<file path="src/rtl/uart_tx_parity_even.sv">
// rtl/uart_tx_parity_even.sv - even-parity UART-style serial transmitter with break generation
module uart_tx_parity_even #(
  parameter int DATA_BITS = 4,
  parameter int MIN_IDLE  = 1,
  parameter int BREAK_LEN = 16
) (
  input  logic                 clk,
  input  logic                 reset_n,
  input  logic                 in_valid,
  input  logic [DATA_BITS-1:0] in_data,
  input  logic                 parity_inject,
  output logic                 in_ready,
  input  logic                 break_req,
  output logic                 tx,
  output logic                 busy,
  output logic                 frame_done
);

  localparam logic [2:0] ST_IDLE   = 3'd0;
  localparam logic [2:0] ST_START  = 3'd1;
  localparam logic [2:0] ST_DATA   = 3'd2;
  localparam logic [2:0] ST_PARITY = 3'd3;
  localparam logic [2:0] ST_STOP   = 3'd4;
  localparam logic [2:0] ST_GAP    = 3'd5;
  localparam logic [2:0] ST_BREAK  = 3'd6;

  // One counter serves data bits, gap cycles and break cycles
  localparam int CMAX0 = (BREAK_LEN > DATA_BITS) ? BREAK_LEN : DATA_BITS;
  localparam int CMAX  = (CMAX0 > MIN_IDLE) ? CMAX0 : MIN_IDLE;
  localparam int CW    = $clog2(CMAX + 1);

  localparam logic [CW-1:0] DATA_LOAD      = CW'(DATA_BITS - 1);
  localparam logic [CW-1:0] BREAK_LOAD     = CW'(BREAK_LEN - 1);
  localparam logic [CW-1:0] GAP_LOAD       = CW'((MIN_IDLE > 0) ? MIN_IDLE - 1 : 0);
  // After a break the line must go high for at least one cycle
  localparam logic [CW-1:0] BREAK_GAP_LOAD = CW'((MIN_IDLE > 1) ? MIN_IDLE - 1 : 0);

  logic [2:0]           state, state_n;
  logic [CW-1:0]        cnt, cnt_n;
  logic [DATA_BITS-1:0] shift_q, shift_n;
  logic                 par_q, par_n;
  logic                 hold_full;
  logic [DATA_BITS-1:0] hold_data;
  logic                 hold_inj;
  logic                 take;
  logic                 accept;
  logic                 launch;
  logic                 tx_n;

  assign in_ready = ~hold_full;
  assign accept   = in_valid && !hold_full;
  // A pending word may start straight away only when no break is requested
  assign launch   = hold_full && !break_req;

  // Next-state, counter and shift-register logic for the frame sequencer
  always_comb begin
    state_n = state;
    cnt_n   = cnt;
    shift_n = shift_q;
    par_n   = par_q;
    take    = 1'b0;
    case (state)
      ST_IDLE: begin
        if (break_req) begin
          state_n = ST_BREAK;
          cnt_n   = BREAK_LOAD;
        end else if (hold_full) begin
          take = 1'b1;
        end
      end
      ST_START: begin
        state_n = ST_DATA;
        cnt_n   = DATA_LOAD;
      end
      ST_DATA: begin
        if (cnt == '0) begin
          state_n = ST_PARITY;
        end else begin
          cnt_n   = cnt - CW'(1);
          shift_n = shift_q >> 1;
        end
      end
      ST_PARITY: state_n = ST_STOP;
      ST_STOP: begin
        if (MIN_IDLE > 0) begin
          state_n = ST_GAP;
          cnt_n   = GAP_LOAD;
        end else if (launch) begin
          take = 1'b1;
        end else begin
          state_n = ST_IDLE;
        end
      end
      ST_GAP: begin
        // The last gap cycle doubles as the idle decision so that a kept-full
        // holding register gives a period of frame length plus MIN_IDLE
        if (cnt == '0) begin
          if (launch) take = 1'b1;
          else        state_n = ST_IDLE;
        end else begin
          cnt_n = cnt - CW'(1);
        end
      end
      ST_BREAK: begin
        if (cnt == '0) begin
          state_n = ST_GAP;
          cnt_n   = BREAK_GAP_LOAD;
        end else begin
          cnt_n = cnt - CW'(1);
        end
      end
      default: state_n = ST_IDLE;
    endcase
    if (take) begin
      state_n = ST_START;
      shift_n = hold_data;
      par_n   = (^hold_data) ^ hold_inj;
    end
  end

  // Line level for the state being entered, so tx comes straight from a flop
  always_comb begin
    tx_n = 1'b1;
    case (state_n)
      ST_START:  tx_n = 1'b0;
      ST_BREAK:  tx_n = 1'b0;
      ST_DATA:   tx_n = shift_n[0];
      ST_PARITY: tx_n = par_n;
      default:   tx_n = 1'b1;
    endcase
  end

  // Sequencer state and registered outputs
  always_ff @(posedge clk or negedge reset_n) begin
    if (!reset_n) begin
      state      <= ST_IDLE;
      cnt        <= '0;
      shift_q    <= '0;
      par_q      <= 1'b0;
      tx         <= 1'b1;
      busy       <= 1'b0;
      frame_done <= 1'b0;
    end else begin
      state      <= state_n;
      cnt        <= cnt_n;
      shift_q    <= shift_n;
      par_q      <= par_n;
      tx         <= tx_n;
      busy       <= (state_n != ST_IDLE);
      frame_done <= (state_n == ST_STOP);
    end
  end

  // One-entry holding register: filled on handshake, emptied when a frame starts
  always_ff @(posedge clk or negedge reset_n) begin
    if (!reset_n) begin
      hold_full <= 1'b0;
      hold_data <= '0;
      hold_inj  <= 1'b0;
    end else begin
      hold_full <= accept || (hold_full && !take);
      if (accept) begin
        hold_data <= in_data;
        hold_inj  <= parity_inject;
      end
    end
  end

endmodule

</file>
<file path="config.mk">
export PLATFORM = sky130hd
export DESIGN_NAME = uart_tx_parity_even
export DESIGN_NICKNAME = d
export VERILOG_FILES = /design/src/rtl/uart_tx_parity_even.sv
export SDC_FILE = /design/constraint.sdc
export NUM_CORES = 1
export LEC_CHECK = 0
export CAP_MARGIN = 25
export CORE_MARGIN = 2
export CORE_UTILIZATION = 25
export CTS_CLUSTER_DIAMETER = 100
export CTS_CLUSTER_SIZE = 25
export DETAILED_ROUTE_END_ITERATION = 10
export MAX_ROUTING_LAYER = met4
export PLACE_DENSITY = 0.48
export REMOVE_ABC_BUFFERS = 1
export SLEW_MARGIN = 20
export SYNTH_ARGS = -nofsm -noshare
export SYNTH_HDL_FRONTEND = slang
export SYNTH_SLANG_ARGS = --single-unit
</file>
<file path="constraint.sdc">
create_clock -name clk -period 3 [get_ports clk]
set_clock_uncertainty 0.2 [all_clocks]
set_input_delay 0.6 -clock clk [delete_from_list [all_inputs] [get_ports clk]]
set_output_delay 0.6 -clock clk [all_outputs]
set_load 0.02 [all_outputs]
</file>
== Word level (Yosys, flattened, before mapping) ==
Cells that the tools add are included.
Storage, ports and cells
  bits in writable memories: 0
  logic and storage cells: 66
  memories: 0
  memory bits (read-only): 0
  flip-flop bits (word level): 22
  input bits: 9
  output and inout bits: 4
  bits in latches: 0
Cells by class
  bitwise logic cells: 2
  equal/unequal tests: 14
  div/mod/pow operators: 0
  magnitude comparators: 0
  $mul: 0
  add/subtract/negate cells: 1
  mux-type cells: 21
  reduce and logical (&&, ||, !) cells: 17
  shifts and indexed selects: 0
Operators with widths (count)
  $pmux 5 s5: 1
  $pmux 3 s7: 1
  $mux 3: 6
  $eq 3x3->1 const B: 5
  $mux 5: 3
  $eq 3x2->1 const B: 4
  $mux 4: 3
  $eq 3x1->1 const B: 2
  $ne 2x2->1 const B: 3
  $logic_not 5->1: 1
  $mux 1: 5
  $reduce_bool 5->1: 1
  $sub 5x1->5 const B: 1
  $reduce_or 2->1: 2
  $reduce_xor 4->1: 1
  $logic_and 1x1->1: 3
  $logic_not 1->1: 3
  $logic_not 3->1: 1
  $pmux 1 s3: 1
  $reduce_and 3->1: 1
  $reduce_bool 3->1: 1
  $pmux 1 s2: 1
  $reduce_and 2->1: 1
  $reduce_bool 2->1: 1
  3 further kinds: 3

== Depth between registers and ports, before layout ==
  depth in word-level cells: 9
  depth in mapped cells: 8
  depth with buffers taken out: 7

== Least setup slack after synthesis ==
No wires, ideal clock.
  path type: register to register
  start point: reg cnt[0]
  end point: reg shift_q[2]
  path slack: 0.813 ns
  data required time: 2.674 ns
  clock period less this slack: 2.187 ns
  setup time: 0.126 ns
  buffers on the path: 1
  data arrival time: 1.861 ns
  cell stages (with the launch flop): 9
  cells stage by stage: dfrtp_1 inv_1 ha_1 or4b_4 buf_6 o21ai_1 nand2_1 and3_1 a221o_1
Between the ends
  word-level cells in the longest chain between the ends: 5
  elaborated cells between the ends (all ways): 7
  classes of those cells: 1 x eq/ne; 3 x mux; 3 x reduce/logical
RTL lines
  start: declaration: line 39  | logic [CW-1:0] cnt, cnt_n;
  start signal: assignment: line 145  | cnt <= cnt_n;
  $logic_not 5->1 (*): line 76, 97
  $mux 1: line 97  | if (cnt == '0) begin
  $pmux 1 s2: line 62  | case (state)
  $ne 2x2->1 (no line) / $reduce_bool 2->1 (equally long branches)
  $reduce_and 2->1 (no line)
  end signal: assignment: line 146  | shift_q <= shift_n;
  end: declaration: line 40  | logic [DATA_BITS-1:0] shift_q, shift_n;
Mark *: on every way between the ends. The rest lies on a longest branch, timed or not.
A chain may end at the register's enable or synchronous reset.

== Final worst setup path ==
  start point: reg cnt[0]
  end point: reg cnt[4]
Between the ends
  word-level cells in the longest chain between the ends: 3
  elaborated cells between the ends (all ways): 7
  classes of those cells: 1 x add/sub; 1 x eq/ne; 3 x mux; 2 x reduce/logical
RTL lines
  $sub 5x1->5 / $logic_not 5->1 (equally long branches)
  $mux 5, or another cell as far along: line 105  | if (cnt == '0) begin
  $pmux 5 s5 / $reduce_and 3->1 (equally long branches)
Several ways; a longest one is shown, not always the timed one. The select of a mux whose other input is x is not followed.

==> key figures <==
Synthesis
  • Async S/R FF share, synth: 1.00
  • Synthesized cell area: roughly 1200 um^2
  • Post-synth top area cell: dfrtp_1
  • Synth warn: 0
  • Synth area leaders: dfrtp_1 43%, mux2_2 4.6%, nor2_1 3.1%, nand2b_1 2.5%, a221o_1 2.4%
  • Synth Area per Inst: ~10 um^2
  • Most frequent cells after synthesis: 21 x dfrtp_1, 10 x nor2_1, 7 x nand2_1
  • Post-Syn Instances: 120
  • Area fraction of the dominant cell type after synthesis: 0.428
  • Dominant synthesized flop cell: dfrtp_1
  • Post-synth EDFFs: 0
  • Most numerous cell in the Yosys netlist: dfrtp_1
  • Sequential-to-total area share from yosys stat: 0.450
  • Netlist cell types: 40
  • Yosys reg bits: 22

Setup path
  • Critical path depth in cells: 7
  • Critical path peak fanout: 6
  • Worst-path cell chain: inv_1 > ha_1 > nor4b_1 > nand2_1 > a21oi_1 > o21ai_0 > a22o_2
  • CP Launch Type: register
  • Crit path capture: cnt[4]$_DFFE_PN0P_
  • Reg2Reg Depth: 7
  • Max incr delay on CP: 460 ps
  • Largest delay share family, worst path: compound AO/OA/AOI/OAI gates
  • Worst r2r src: cnt[0]$_DFFE_PN0P_
  • Buf/Inv on CP: 1
  • Setup CP Type: reg2reg
  • Crit path launch: cnt[0]$_DFFE_PN0P_
  • Req. time, crit path: 2960 ps
  • CP arrival: 2330 ps
  • Reg-to-reg setup timing slack: between 600 and 700 ps
  • Setup crit end kind: register
  • RR Endpoint: cnt[4]$_DFFE_PN0P_
  • CP max stage cell: nor4b_1

Place
  • DP HPWL: 1830 um
  • Buffers on Ports: 12
  • Gpl congestion: 0.707

GRT
  • Vias in the first global route: 894
  • First-pass GRT wire length: about 4300 um
  • Largest net degree at the start of global routing: 23
  • Total track usage: 0.105
  • Grt total ovfl: 0
  • Initial antenna violation count: 0

Floorplanning
  • Chip Height: 74.1 um
  • Die width: ~74 um
  • Initial Util: 0.260
  • Die ar.: between 5000 and 6000 um^2
  • Rows: 25
  • Io pins: 13
  • Core Region: 4720 um^2

Clock tree
  • Clock Tree Buf Depth: 2
  • TritonCTS clock tree: yes
  • Hold_buf cts: 0
  • Cts bufs inserted: 3
  • Clk Latency, worst-skew pair: 260 ps
  • Post-CTS setup repair buffer count: 0
  • H-Tree Depth: 1
  • Sink Count: 22
  • CTS resizes: 0
  • Clock root buffer: clkbuf_8
  • Worst-path clk slew: 80 ps

Run status
  • Status: completed

STA
  • Tcrit/Tclk final: 0.793
  • Crit path time final: 2380 ps
  • Worst slew pin tran: 605 ps
  • Sum Neg Setup Slack: 0 ps
  • Final setup viols: 0
  • Fmax: 0.421 GHz
  • Pins Over Slew Limit: 0
  • Relative slew slack: 0.597
  • RSZ-0062 raised after global routing: false
  • Fin. Hold Viols: 0

Job
  • Max-cap check violation count: 0

Layout
  • Layout area overhead: 19.4%
  • Ratio of cells with drive above 1 in the final layout: 0.144
  • Antenna cells: 0
  • # fillers: 505
  • Post-layout util: 0.310
  • Final nets: between 100 and 150

Pwr
  • Leak: around 0.6 nW
  • Pwr/cell area: 1110 nW/um^2
  • Max VDD drop: a little under 0.0004 V

Drt
  • 1st-iter DRT viols: between 80 and 90
  • DR WL/cell: 12.3 um
  • DR vias/cell: 4.76
  • DR pass1 iterations: 4
  • DR vias: between 900 and 1000
  • DRC violations left: 0
  • Drt total wl: 2450 um
  • Detail Route Antenna Nets: 0

Worst hold path
  • HP Class: reg2reg
==> worst min-delay path by stage <==
stage                                       from                     end  slack, ps  cells past startpoint
after global routing      shift_q[3]$_DFFE_PN0P_  shift_q[2]$_DFFE_PN0P_        330                      1
after global placement    shift_q[3]$_DFFE_PN0P_  shift_q[2]$_DFFE_PN0P_        290                      1
after floorplan                          reset_n          busy$_DFF_PN0_        100                      0
final                     shift_q[2]$_DFFE_PN0P_  shift_q[1]$_DFFE_PN0P_        320                      1
after CTS                 shift_q[2]$_DFFE_PN0P_  shift_q[1]$_DFFE_PN0P_        310                      1
after detailed placement  shift_q[2]$_DFFE_PN0P_  shift_q[1]$_DFFE_PN0P_        300                      1
==> logic make-up (layout without fill, tap and decap cells) <==
kind of cell	after synthesis	after routing	synth area share
xor gates and xnor gates	4	4	0.0398
and+or+nand+nor	43	43	0.190
adders and majority gates	2	2	0.0204
DFF	22	22	0.450
AOI/OAI and AO/OA	34	34	0.211
muxes	6	6	0.0540
buffers and inverters	9	21	0.0357
==> registers in the layout, indices dropped and copies added, names as in the netlist <==
register and count:
hold_inj 1, busy 1, frame_done 1, par_q 1
hold_data 4, state 3, hold_full 1, tx 1
shift_q 4, cnt 5
==> report_power, final <==
group	internal (W)	total (W)	switching, W
Sequential	0.000440	0.000615	0.000175
Combinational	0.000411	0.000792	0.000381
Clock	0.000117	0.000217	0.000100
Total	0.000968	0.00162	0.000657
==> per-layer routing <==
layer	vias to the layer above	share of wire	track usage
met3	2	0.032	0.0285
met5	-	0	-
met1	461	0.50	0.149
li1	467	-	-
met4	0	0.0033	0.0242
met2	17	0.46	0.149
==> worst reg2reg max path: cells and delay by family (launching register included) <==
| family | cells | cell delay, ps |
|---|---|---|
| compound gates | 3 | 800 |
| simple gates | 2 | 600 |
| flops | 1 | 410 |
| fa+ha+maj | 1 | 160 |
| buf+inv | 1 | 100 |
==> area by class of cell <==
type	count	area (um^2)	area share
Multi-Input combinational cell	89	632	0.431
Sequential cell	22	552	0.377
Timing Repair Buffer	13	128	0.0871
Tap cell	67	83.8	0.0572
Clock buffer	4	55.1	0.0376
Inverter	4	15.0	0.0102
==> layout by cell type (no fill, tap or decap), types with 3 or more instances in the layout <==
cell type | synthesis | final
nand2_1 | 7 | 7
nor2_1 | 10 | 10
inv_1 | 4 | 4
and3_1 | 4 | 4
clkbuf_8 | 0 | 4
clkdlybuf4s50_1 | 0 | 12
a21oi_1 | 4 | 4
mux2_2 | 5 | 5
a221o_1 | 3 | 3
nand2b_1 | 5 | 5
nor2b_1 | 4 | 4
o21ai_0 | 6 | 6
nor3_1 | 6 | 6
dfrtp_1 | 21 | 21
o21a_1 | 3 | 3
==> stage by stage <==
step,hold WS [ps],power [W],cell area [um^2],worst slack [ps],instances
2_1_floorplan,104,0.00121,1200,848,115
3_3_place_gp,288,0.00141,1410,540,195
3_5_place_dp,303,0.00142,1410,505,195
4_1_cts,310,0.00164,1470,607,199
5_1_grt,330,0.00177,1470,324,199
6_report,315,0.00162,1470,622,199
No activity file was read; power rests on OpenSTA's default activity.
